### src/rtl/host_cmd_if.sv
// Host command front end: assembles 64-bit GEMM commands from two register writes,
// checks their lengths, queues them in an issue FIFO and tracks issue/completion.
module host_cmd_if #(
  parameter int ADDR_WIDTH           = 10,
  parameter int SYSTOLIC_ARRAY_WIDTH = 16,
  parameter int FIFO_DEPTH           = 4
) (
  input  logic        clk,
  input  logic        rst_n,
  input  logic        bus_req,
  input  logic        bus_we,
  input  logic [4:0]  bus_addr,
  input  logic [31:0] bus_wdata,
  output logic [31:0] bus_rdata,
  output logic        bus_ack,
  output logic        cmd_valid,
  output logic [63:0] cmd_data,
  input  logic        cmd_ready,
  input  logic        core_busy,
  input  logic        core_done,
  output logic        irq
);

  localparam int PW   = $clog2(FIFO_DEPTH);
  localparam int CW   = PW + 1;
  localparam int USED = 24 + 4 * ADDR_WIDTH;
  localparam logic [63:0] CMD_MASK = (USED >= 64) ? {64{1'b1}} : ((64'd1 << USED) - 64'd1);
  localparam logic [7:0]  MAX_LEN  = 8'(SYSTOLIC_ARRAY_WIDTH);

  localparam logic [4:0] A_CMD_LO   = 5'h00;
  localparam logic [4:0] A_CMD_HI   = 5'h04;
  localparam logic [4:0] A_STATUS   = 5'h08;
  localparam logic [4:0] A_IRQ_STAT = 5'h0C;
  localparam logic [4:0] A_IRQ_EN   = 5'h10;
  localparam logic [4:0] A_ISSUED   = 5'h14;
  localparam logic [4:0] A_DONE     = 5'h18;

  logic [31:0]   cmd_lo;
  logic [63:0]   push_word;
  logic          push_vld;
  logic [63:0]   mem [FIFO_DEPTH];
  logic [PW-1:0] wr_ptr, rd_ptr;
  logic [CW-1:0] count;
  logic [31:0]   issued_cnt, done_cnt;
  logic [2:0]    irq_stat, irq_en;

  logic          wr_access, rd_access, hi_write, lens_ok;
  logic          full, pop, push, overflow_set;
  logic [63:0]   new_word;
  logic [2:0]    w1c_mask, set_mask;
  logic [31:0]   rd_val;

  function automatic logic len_ok(input logic [7:0] len);
    return (len != 8'd0) && (len <= MAX_LEN);
  endfunction

  assign wr_access = bus_req & bus_we;
  assign rd_access = bus_req & ~bus_we;
  assign hi_write  = wr_access && (bus_addr == A_CMD_HI);
  assign new_word  = {bus_wdata, cmd_lo} & CMD_MASK;
  assign lens_ok   = len_ok(new_word[7:0]) & len_ok(new_word[15:8]) & len_ok(new_word[23:16]);

  assign cmd_valid    = (count != '0);
  assign cmd_data     = mem[rd_ptr];
  assign full         = (count == CW'(FIFO_DEPTH));
  assign pop          = cmd_valid & cmd_ready;
  // A full FIFO still accepts a push when the head leaves on the same edge
  assign push         = push_vld & (~full | pop);
  assign overflow_set = push_vld & full & ~pop;

  assign w1c_mask = (wr_access && (bus_addr == A_IRQ_STAT)) ? bus_wdata[2:0] : 3'b000;
  assign set_mask = {hi_write & ~lens_ok, overflow_set, core_done};

  always_comb begin
    rd_val = '0;
    case (bus_addr)
      A_STATUS: begin
        rd_val[0]    = core_busy | cmd_valid;
        rd_val[1]    = full;
        rd_val[7:4]  = 4'(count);
        rd_val[23:8] = issued_cnt[15:0] - done_cnt[15:0];
      end
      A_IRQ_STAT: rd_val[2:0] = irq_stat;
      A_IRQ_EN:   rd_val[2:0] = irq_en;
      A_ISSUED:   rd_val      = issued_cnt;
      A_DONE:     rd_val      = done_cnt;
      default:    rd_val      = '0;
    endcase
  end

  always_ff @(posedge clk or negedge rst_n) begin
    if (!rst_n) begin
      bus_ack   <= 1'b0;
      bus_rdata <= '0;
      cmd_lo    <= '0;
      irq_en    <= '0;
      push_vld  <= 1'b0;
      push_word <= '0;
    end else begin
      bus_ack   <= bus_req;
      bus_rdata <= rd_access ? rd_val : '0;
      if (wr_access && (bus_addr == A_CMD_LO)) cmd_lo <= bus_wdata;
      if (wr_access && (bus_addr == A_IRQ_EN)) irq_en <= bus_wdata[2:0];
      // One staging register so the word reaches the FIFO on the edge after the ack
      push_vld <= hi_write & lens_ok;
      if (hi_write) push_word <= new_word;
    end
  end

  always_ff @(posedge clk or negedge rst_n) begin
    if (!rst_n) begin
      wr_ptr <= '0;
      rd_ptr <= '0;
      count  <= '0;
      for (int i = 0; i < FIFO_DEPTH; i++) mem[i] <= '0;
    end else begin
      if (push) begin
        mem[wr_ptr] <= push_word;
        wr_ptr      <= wr_ptr + 1'b1;
      end
      if (pop) rd_ptr <= rd_ptr + 1'b1;
      case ({push, pop})
        2'b10:   count <= count + 1'b1;
        2'b01:   count <= count - 1'b1;
        default: count <= count;
      endcase
    end
  end

  always_ff @(posedge clk or negedge rst_n) begin
    if (!rst_n) begin
      issued_cnt <= '0;
      done_cnt   <= '0;
      irq_stat   <= '0;
      irq        <= 1'b0;
    end else begin
      if (pop)       issued_cnt <= issued_cnt + 32'd1;
      if (core_done) done_cnt   <= done_cnt + 32'd1;
      irq_stat <= (irq_stat & ~w1c_mask) | set_mask;
      irq      <= |(irq_stat & irq_en);
    end
  end

endmodule
### config.mk
export PLATFORM = sky130hd
export DESIGN_NAME = host_cmd_if
export DESIGN_NICKNAME = d
export VERILOG_FILES = /design/src/rtl/host_cmd_if.sv
export SDC_FILE = /design/constraint.sdc
export NUM_CORES = 1
export LEC_CHECK = 0
export BUFFER_PORTS_ARGS = -buffer_cell sky130_fd_sc_hd__buf_4
export CORE_MARGIN = 2
export CORE_UTILIZATION = 40
export CTS_CLUSTER_DIAMETER = 100
export DETAILED_ROUTE_END_ITERATION = 6
export GPL_TIMING_DRIVEN = 0
export MAX_ROUTING_LAYER = met4
export PLACE_DENSITY = 0.54
export SYNTH_ARGS = -nofsm -noshare
export SYNTH_HDL_FRONTEND = slang
export SYNTH_SLANG_ARGS = --single-unit
### constraint.sdc
create_clock -name clk -period 7.1 [get_ports clk]
set_clock_uncertainty 0.2 [all_clocks]
set_input_delay 0 -clock clk [delete_from_list [all_inputs] [get_ports clk]]
set_output_delay 0 -clock clk [all_outputs]
set_load 0.05 [all_outputs]
# [Yosys cells after proc, flatten, opt, wreduce, memory -nomap -nowiden]
# Cells that the tools add are included.
[totals] reg_bits=464 in_bits=44 output_inout_bits=99
[op_classes] addsub=7 magnitude_cmp=6 n_eq_ne=9 n_mux=14 n_bitwise=22 n_reduce_logical=15
[ops] op="256-bit bitwise mux" count=1
[ops] op="64-bit two-way mux" count=3
[ops] op="64-bit binary-select mux with 2-bit select" count=1
[ops] op="64-bit demux with 2-bit select" count=1
[ops] op="32-bit by 1-bit adder with 32-bit output, second input constant" count=2
[ops] op="20-bit case mux with 3 select lines" count=1
[ops] op="32-bit two-way mux" count=1
[ops] op="8-bit by 5-bit <= comparator with 1-bit output, second input constant" count=3
[ops] op="8-bit nonzero test" count=3
[ops] op="8-bit case mux with 2 select lines" count=1
[ops] op="16-bit subtractor" count=1
[ops] op="5-bit == test, second input constant" count=3
[ops] op="1-bit bitwise AND" count=10
[ops] op="5-bit by 4-bit == test with 1-bit output, second input constant" count=2
[ops] op="2-bit case mux with 5 select lines" count=1
[ops] op="1-bit logical AND" count=8
[ops] op="3-bit bitwise AND" count=2
[ops] op="3-bit greater-or-equal comparator, second input constant" count=2
[ops] op="2-bit inverter with 3-bit output" count=2
[ops] op="3-bit case mux with 2 select lines" count=1
[ops] op="5-bit by 3-bit == test with 1-bit output, second input constant" count=1
[ops] op="5-bit zero test" count=1
[ops] op="2-bit by 1-bit adder with 2-bit output, second input constant" count=2
[ops] op="1-bit inverter" count=4
[ops] op="other kinds (15)" count=16

# [Longest topological paths before layout]
# Gate-level depths: netlist (run 1).
[logic_depth] word_depth=7 depth_mapped=12 mapped_depth_nobuf=11

# [Worst setup path after synthesis (run 1)]
# OpenSTA, ideal clock, no wires.
[synth_path] kind="register to register" startpoint="reg issued_cnt[7]" endpoint="reg bus_rdata[22]" setup_time_ps=83 arrival_ps=2182 t_required_ps=6817 path_slack_ps=4635 stages_incl_launch_ff=9 path_buffers=1 synth_period_minus_slack_ps=2465 cell_sequence="dfrtp_1 -> ha_1 -> clkbuf_1 -> a21o_1 -> a2111oi_0 -> nor3_1 -> a31oi_1 -> mux2_2 -> o21ai_0"
[synth_between] elab_chain_cells=3
[synth_lines] item="start, declared" line="44" source="logic [31:0] issued_cnt, done_cnt;"
[synth_lines] item="start signal, assigned" line="137" source="if (pop) issued_cnt <= issued_cnt + 32'd1;"
[synth_lines] item="16-bit subtractor" line="81" source="rd_val[23:8] = issued_cnt[15:0] - done_cnt[15:0];"
[synth_lines] item="20-bit case mux with 3 select lines" line="76" source="case (bus_addr)"
[synth_lines] item="32-bit two-way mux" line="101" source="bus_rdata <= rd_access ? rd_val : '0;"
[synth_lines] item="end signal, assigned" line="101"
[synth_lines] item="end, declared" line="14" source="output logic [31:0] bus_rdata,"
# Every way passes these cells.
# A chain may end at the register's enable or synchronous reset.

# [Final worst setup path (run 1)]
[layout_path] startpoint="in bus_addr[0]" endpoint="reg push_word[61]"
[layout_between] elab_chain_cells=2
[layout_lines] item="start, declared" line="12" source="input logic [4:0] bus_addr,"
[layout_lines] item="5-bit by 3-bit == test with 1-bit output" line="59" source="assign hi_write = wr_access && (bus_addr == A_CMD_HI);"
[layout_lines] item="1-bit logical AND" line="59"
[layout_lines] item="end signal, assigned" line="106" source="if (hi_write) push_word <= new_word;"
[layout_lines] item="end, declared" line="39" source="logic [63:0] push_word;"
# Every way passes these cells.

==> flow_summary.json, run 1 <==
{
  "postSynth.asyncResetShare": 1.00,
  "htreeDepth": 2,
  "ys_ff_latch": 464,
  "cp-end-kind": "register",
  "syn_area_per_cell_um2": 14.6,
  "finalSetupViolCount": 0,
  "yosys.area.top_type_share": 0.571,
  "synthCells": 1396,
  "cpLargestDelayFamily": "buffers and inverters",
  "slew_headroom": 0.281,
  "core_area_um2": 50200,
  "rsz0062_at_grt": "false",
  "finalHoldViolations": 0,
  "grt_antenna_before_repair": 1,
  "drc": 0,
  "synth_ff_type": "dfrtp_1",
  "critPathLaunchType": "input pin",
  "synthesis.area_um2": 20300,
  "cp_slowest_cell": "dlygate4sd3_1",
  "grt_usage": 0.196,
  "clk_pin_slew_ns": 0.05,
  "dieArea_um2": 52600,
  "r2r_slack_ns": 4.27,
  "synthToLayoutAreaGrowth_pct": 21.4,
  "timing.fmax_mhz": 325,
  "path_buf_inv": 7,
  "leakage_nw": 12.0,
  "drive_above_1_share": 0.410,
  "antenna_left": 0,
  "grt_max_degree": 122,
  "num_vias": 12327,
  "io_buffers": 141,
  "start_util": 0.405,
  "cp.arrival_ns": 3.36,
  "seq_area_frac_synth": 0.571,
  "tightest_slew_ns": 1.08,
  "slew_violations": 0,
  "critPathRequiredTime_ns": 7.38,
  "power_density_nw_per_um2": 264,
  "numCtsBuffers": 51,
  "grt_pass1_vias": 13238,
  "path_max_fanout": 10,
  "status": "complete, no violations",
  "layout_min_cycle_time_ns": 3.08,
  "finish.net_count": 1734,
  "rows": 82,
  "die_h_um": 229,
  "irDropWorstVdd_mv": 0.173,
  "worstSetupPathType": "input pin to register",
  "ys.warnings.count": 0,
  "hold_class": "input pin to register",
  "synth_edf_count": 0,
  "yosys-top-cells-area": "dfrtp_1 (57%), mux2_2 (20%), mux4_2 (7.1%), xnor2_1 (2.8%), ha_1 (1.4%)",
  "cts_tree": "done",
  "routed_wl_mm": 48.8,
  "ys_types": 62,
  "wl_per_cell_um": 20.6,
  "fin_setup_tns_ns": 0,
  "synth_area_leader_cell": "dfrtp_1",
  "grt_overflow": 0,
  "clock_sinks": 464,
  "cts-resized-gates": 0,
  "layout_common_cells": "dfrtp_1 (464), mux2_2 (356), buf_4 (147), dlygate4sd3_1 (70)",
  "clk_latency_ns": 0.60,
  "avgViaCountPerCell": 5.20,
  "cap_violations": 0,
  "final_common_cell": "dfrtp_1",
  "totalPowerFinal_mw": 6.52,
  "dp_hpwl_mm": 33.4,
  "holdBufCountCts": 71,
  "cts-root-buf": "clkbuf_16",
  "drt_first_pass_iters": 7,
  "post-route-util": 0.492,
  "clockBufferDepth": 3,
  "io_pins": 143,
  "finalCritPeriodShare": 0.434,
  "cts_setup_buffers": 0,
  "dp_cells": 2213,
  "die_w_um": 229,
  "drt_iter0_drc": 687,
  "crit_path_cell_trace": "dlygate4sd3_1 -> buf_4 -> or2_1 -> dlygate4sd3_1 -> buf_2 -> nor4_4 -> dlygate4sd3_1 -> nand2_1 -> buf_2 -> buf_2 -> mux2_2",
  "gp_congestion": 0.873,
  "grt_pass1_wl_mm": 77.8,
  "syn-num-nets": 1465,
  "layout.cells.non_filler": 2370,
  "critical_path.max_stage_delay_ns": 0.61
}
## power breakdown
group | internal [mW] | switching (mW)
Sequential | 2.76 | 0.151
Clock | 1.50 | 1.06
Combinational | 0.433 | 0.608
## worst min-delay path, delay by kind of cell
kind                   cells  cell delay [ns]
buffers and inverters      2             0.66
multiplexers               1             0.14
## metrics by stage
step	cell area, µm²	hold slack [ns]	setup slack (ns)
after global placement	22200	-0.0539	0.960
after CTS	24700	0.00335	3.97
after detailed placement	22300	-0.252	4.28
final	24700	0.0392	4.02
after global routing	24700	0.0303	3.89
after floorplan	20300	-0.496	4.64
## state kept, by name (all words and copies together), names as in the netlist, 32 cells and up
name	flops
mem	256
push_word	64
bus_rdata	32
cmd_lo	32
done_cnt	32
issued_cnt	32
## cell families after synthesis
family | share of synthesized area
muxes | 0.269
xor gates and xnor gates | 0.0358
adders and majority gates | 0.0161
DFF | 0.571
buffers and inverters | 0.0216
and+or+nand+nor | 0.0534
AOI/OAI and AO/OA | 0.0334
## layer usage
layer	vias up	share of wire	global-route usage	wire length [µm]
li1	5615	-	-	-
met1	6436	0.48	0.278	23600
met2	198	0.46	0.294	22500
met3	78	0.035	0.0308	1720
met4	0	0.021	0.0552	1010
met5	-	0	-	0
## synthesized netlist by cell type (5+ instances only)
cell	number
dfrtp_1	464
mux2_2	356
mux4_2	64
xnor2_1	64
nand2_1	58
nor2_1	43
buf_2	40
nand3_1	26
inv_1	25
ha_1	23
a22oi_1	20
xor2_1	19
a21oi_1	17
clkbuf_1	17
o21ai_0	15
nand4_1	14
and3_1	11
a222oi_1	10
nor3_1	10
buf_4	7
nor2b_1	6
nor4_1	6
o22ai_1	6
and4_1	5
buf_1	5
## final timing paths
check                                  start             to  depth (start not counted)
worst max-delay path             bus_addr[0]  push_word[61]                         11
worst min-delay path            bus_wdata[3]      cmd_lo[3]                          3
worst max register to register   done_cnt[7]  bus_rdata[22]                          9
worst min register to register  done_cnt[31]   done_cnt[31]                          1
max in group asynchronous              rst_n       mem[132]                          5
min in group asynchronous              rst_n        mem[50]                          4
## cell type report
type                    instances  area (µm²)
flip-flops and latches        464       11600
fillers                      4415       25500
multi-input cells             836        8280
plain buffers                  71         345
diodes                          1        2.50
inverters                      25        93.8
clock buffers                  76        1470
clock inverters                 9         135
well taps                     672         841
repair buffers                216        1900
Power figures use the tool's default switching activity.
==> run 2, diff against run 1 <==
==> constraint.sdc (replaced) <==
create_clock -name clk -period 2.99 [get_ports clk]
set_clock_uncertainty 0.2 [all_clocks]
set_input_delay 0 -clock clk [delete_from_list [all_inputs] [get_ports clk]]
set_output_delay 0 -clock clk [all_outputs]
set_load 0.05 [all_outputs]
==> run 2 against run 1 <==
  * Worst hold slack got worse by 0.0012 ns
  * Non-clock buffer count unchanged
  * Sequential share of layout area decreased by 0.074 points
  * Via count about the same
  * Combinational power increased by 140%
  * Die area unchanged
  * Sequential power increased by 140%
  * Routed wire length about the same
  * Highest routed layer unchanged
==> flow_summary.json, run 2 (synthesized netlist as in run 1, its figures left out) <==
{
  "status": "complete, no violations",
  "die_w_um": 229,
  "avgViaCountPerCell": 5.21,
  "clock_sinks": 464,
  "final_common_cell": "dfrtp_1",
  "slew_headroom": 0.426,
  "totalPowerFinal_mw": 15.5,
  "timing.final.ws_setup_ns": 0.0951,
  "reg_top3": "mem: 256 flops, push_word: 64 flops",
  "grt_max_degree": 122,
  "timing.fmax_mhz": 345,
  "power_density_nw_per_um2": 627,
  "start_util": 0.405,
  "slew_violations": 0,
  "cp.arrival_ns": 3.17,
  "worstSetupPathType": "input pin to register",
  "dpl_cell_area_um2": 22300,
  "cts-root-buf": "clkbuf_16",
  "crit_path_cell_trace": "dlygate4sd3_1 -> buf_4 -> or2_1 -> buf_2 -> dlygate4sd3_1 -> nor3b_4 -> and2_1 -> buf_4 -> buf_4 -> a22oi_1 -> a21oi_1",
  "routed_wl_mm": 48.8,
  "grt_antenna_before_repair": 1,
  "critPathLaunchType": "input pin",
  "leakage_nw": 12.0,
  "numCtsBuffers": 51,
  "hold_class": "input pin to register",
  "drc": 0,
  "io_buffers": 141,
  "gp_congestion": 0.873,
  "cp_common_cell": "buf_4",
  "seqPwrFrac": 0.447,
  "critical_path.max_stage_delay_ns": 0.66,
  "clk_pin_slew_ns": 0.06,
  "synthToLayoutAreaGrowth_pct": 21.6,
  "dp_hpwl_mm": 33.4,
  "clk_latency_ns": 0.60,
  "core_area_um2": 50200,
  "wl_per_cell_um": 20.6,
  "grt_usage": 0.196,
  "fin_area_um2": 24700,
  "irDropWorstVdd_mv": 0.411,
  "cts_setup_buffers": 0,
  "antenna_left": 0,
  "io_pins": 143,
  "path_max_fanout": 10,
  "largest_reg_flops": 256,
  "grt_pass1_vias": 13236,
  "dp_slack_ns": 0.169,
  "grt_pass1_wl_mm": 77.8,
  "die_h_um": 229,
  "timing.hold.ws_ns": 0.0380,
  "finalCritPeriodShare": 0.968,
  "tightest_slew_ns": 0.861,
  "p_clk_frac": 0.393,
  "finalSetupViolCount": 0,
  "p_sw_frac": 0.280,
  "switching_power_mw": 4.33,
  "layout_min_cycle_time_ns": 2.89,
  "grt_overflow": 0,
  "dieArea_um2": 52600,
  "drt_first_pass_iters": 5,
  "cap_violations": 0,
  "intPower_mw": 11.2,
  "critPathRequiredTime_ns": 3.26,
  "layout_common_cells": "dfrtp_1 (464), mux2_2 (356), buf_4 (147), dlygate4sd3_1 (70)",
  "cts_tree": "done",
  "finish.net_count": 1734,
  "rows": 82,
  "num_vias": 12338,
  "drt_iter0_drc": 724,
  "cp-end-kind": "register",
  "cp_slowest_cell": "dlygate4sd3_1",
  "finalHoldViolations": 0,
  "largest-register": "mem",
  "power_frac_comb": 0.160,
  "drive_above_1_share": 0.415,
  "htreeDepth": 2,
  "rsz0062_at_grt": "true",
  "clockBufferDepth": 3
}
run 2: changes by cell type in the layout (fill, tap and decap cells not counted):
cell | previous run | this run
nor3b_2 | 1 | 0
buf_1 | 5 | 1
buf_2 | 40 | 42
nor4_2 | 0 | 1
nor4_1 | 6 | 5
clkbuf_1 | 33 | 30
a31oi_2 | 0 | 1
a2111oi_0 | 1 | 0
a2111oi_2 | 0 | 1
clkdlybuf4s15_1 | 0 | 1
clkbuf_2 | 2 | 6
nor3b_4 | 0 | 1
a31oi_1 | 3 | 2
run 2: cell type report:
cell class                 count  area, µm²
antenna                        1       2.50
sequential                   464      11600
fill                        4410      25400
clock inverter                 9        135
inverter                      25       93.8
clock buffer                  76       1470
buffer                        71        359
tap                          672        841
timing repair buffer         216       1900
multi-input combinational    836       8300
run 2: power groups by stage:
stage	clock network [mW]	registers [mW]	logic [mW]
after floorplan	0	6.91	1.63
after global placement	0	7.03	2.42
after detailed placement	0	7.03	2.45
after CTS	6.28	6.92	2.53
after global routing	6.56	6.97	2.76
final	6.09	6.92	2.48
run 2: routing by layer:
layer,share of wire,global-route usage,up-vias,routed length [µm]
li1,-,-,5630,-
met1,0.48,0.277,6400,23300
met2,0.46,0.294,237,22600
met3,0.040,0.0308,71,1980
met4,0.020,0.0546,0,977
met5,0,-,-,0
run 2: final timing paths:
| check | startpoint | to | slack (ns) | depth (start not counted) |
|---|---|---|---|---|
| max | bus_addr[0] | bus_rdata[2] | 0.1 | 11 |
| min | bus_wdata[3] | cmd_lo[3] | 0.04 | 3 |
| max reg2reg | done_cnt[8] | bus_rdata[21] | 0.26 | 9 |
| min reg2reg | done_cnt[31] | done_cnt[31] | 0.28 | 1 |
| max in group asynchronous | rst_n | issued_cnt[12] | 1.16 | 5 |
| min in group asynchronous | rst_n | mem[50] | 0.33 | 4 |
run 2: critical path, delay by kind of cell:
kind | cells | cell delay (ns)
AO/OA/AOI/OAI | 2 | 0.38
AND/OR/NAND/NOR | 3 | 0.85
buffers and inverters | 6 | 1.93
run 2: per-stage QoR:
step / cells / utilization / setup TNS [ns]
3_5_place_dp: 2213 / 0.445 / 0
2_1_floorplan: 1396 / - / 0
4_1_cts: 2369 / 0.492 / 0
3_3_place_gp: 2209 / 0.443 / -1427.88
5_1_grt: 2370 / 0.493 / -0.00954
6_report: 2370 / 0.493 / 0
run 2: repair_timing:
| item | 4_1_cts | 5_1_grt |
|---|---|---|
| hold buffers | 71 | 0 |
| endpoints found under the setup margin | 41 | 31 |
| hold endpoints to repair | 344 | 0 |
| gates resized for setup | 5 | 8 |
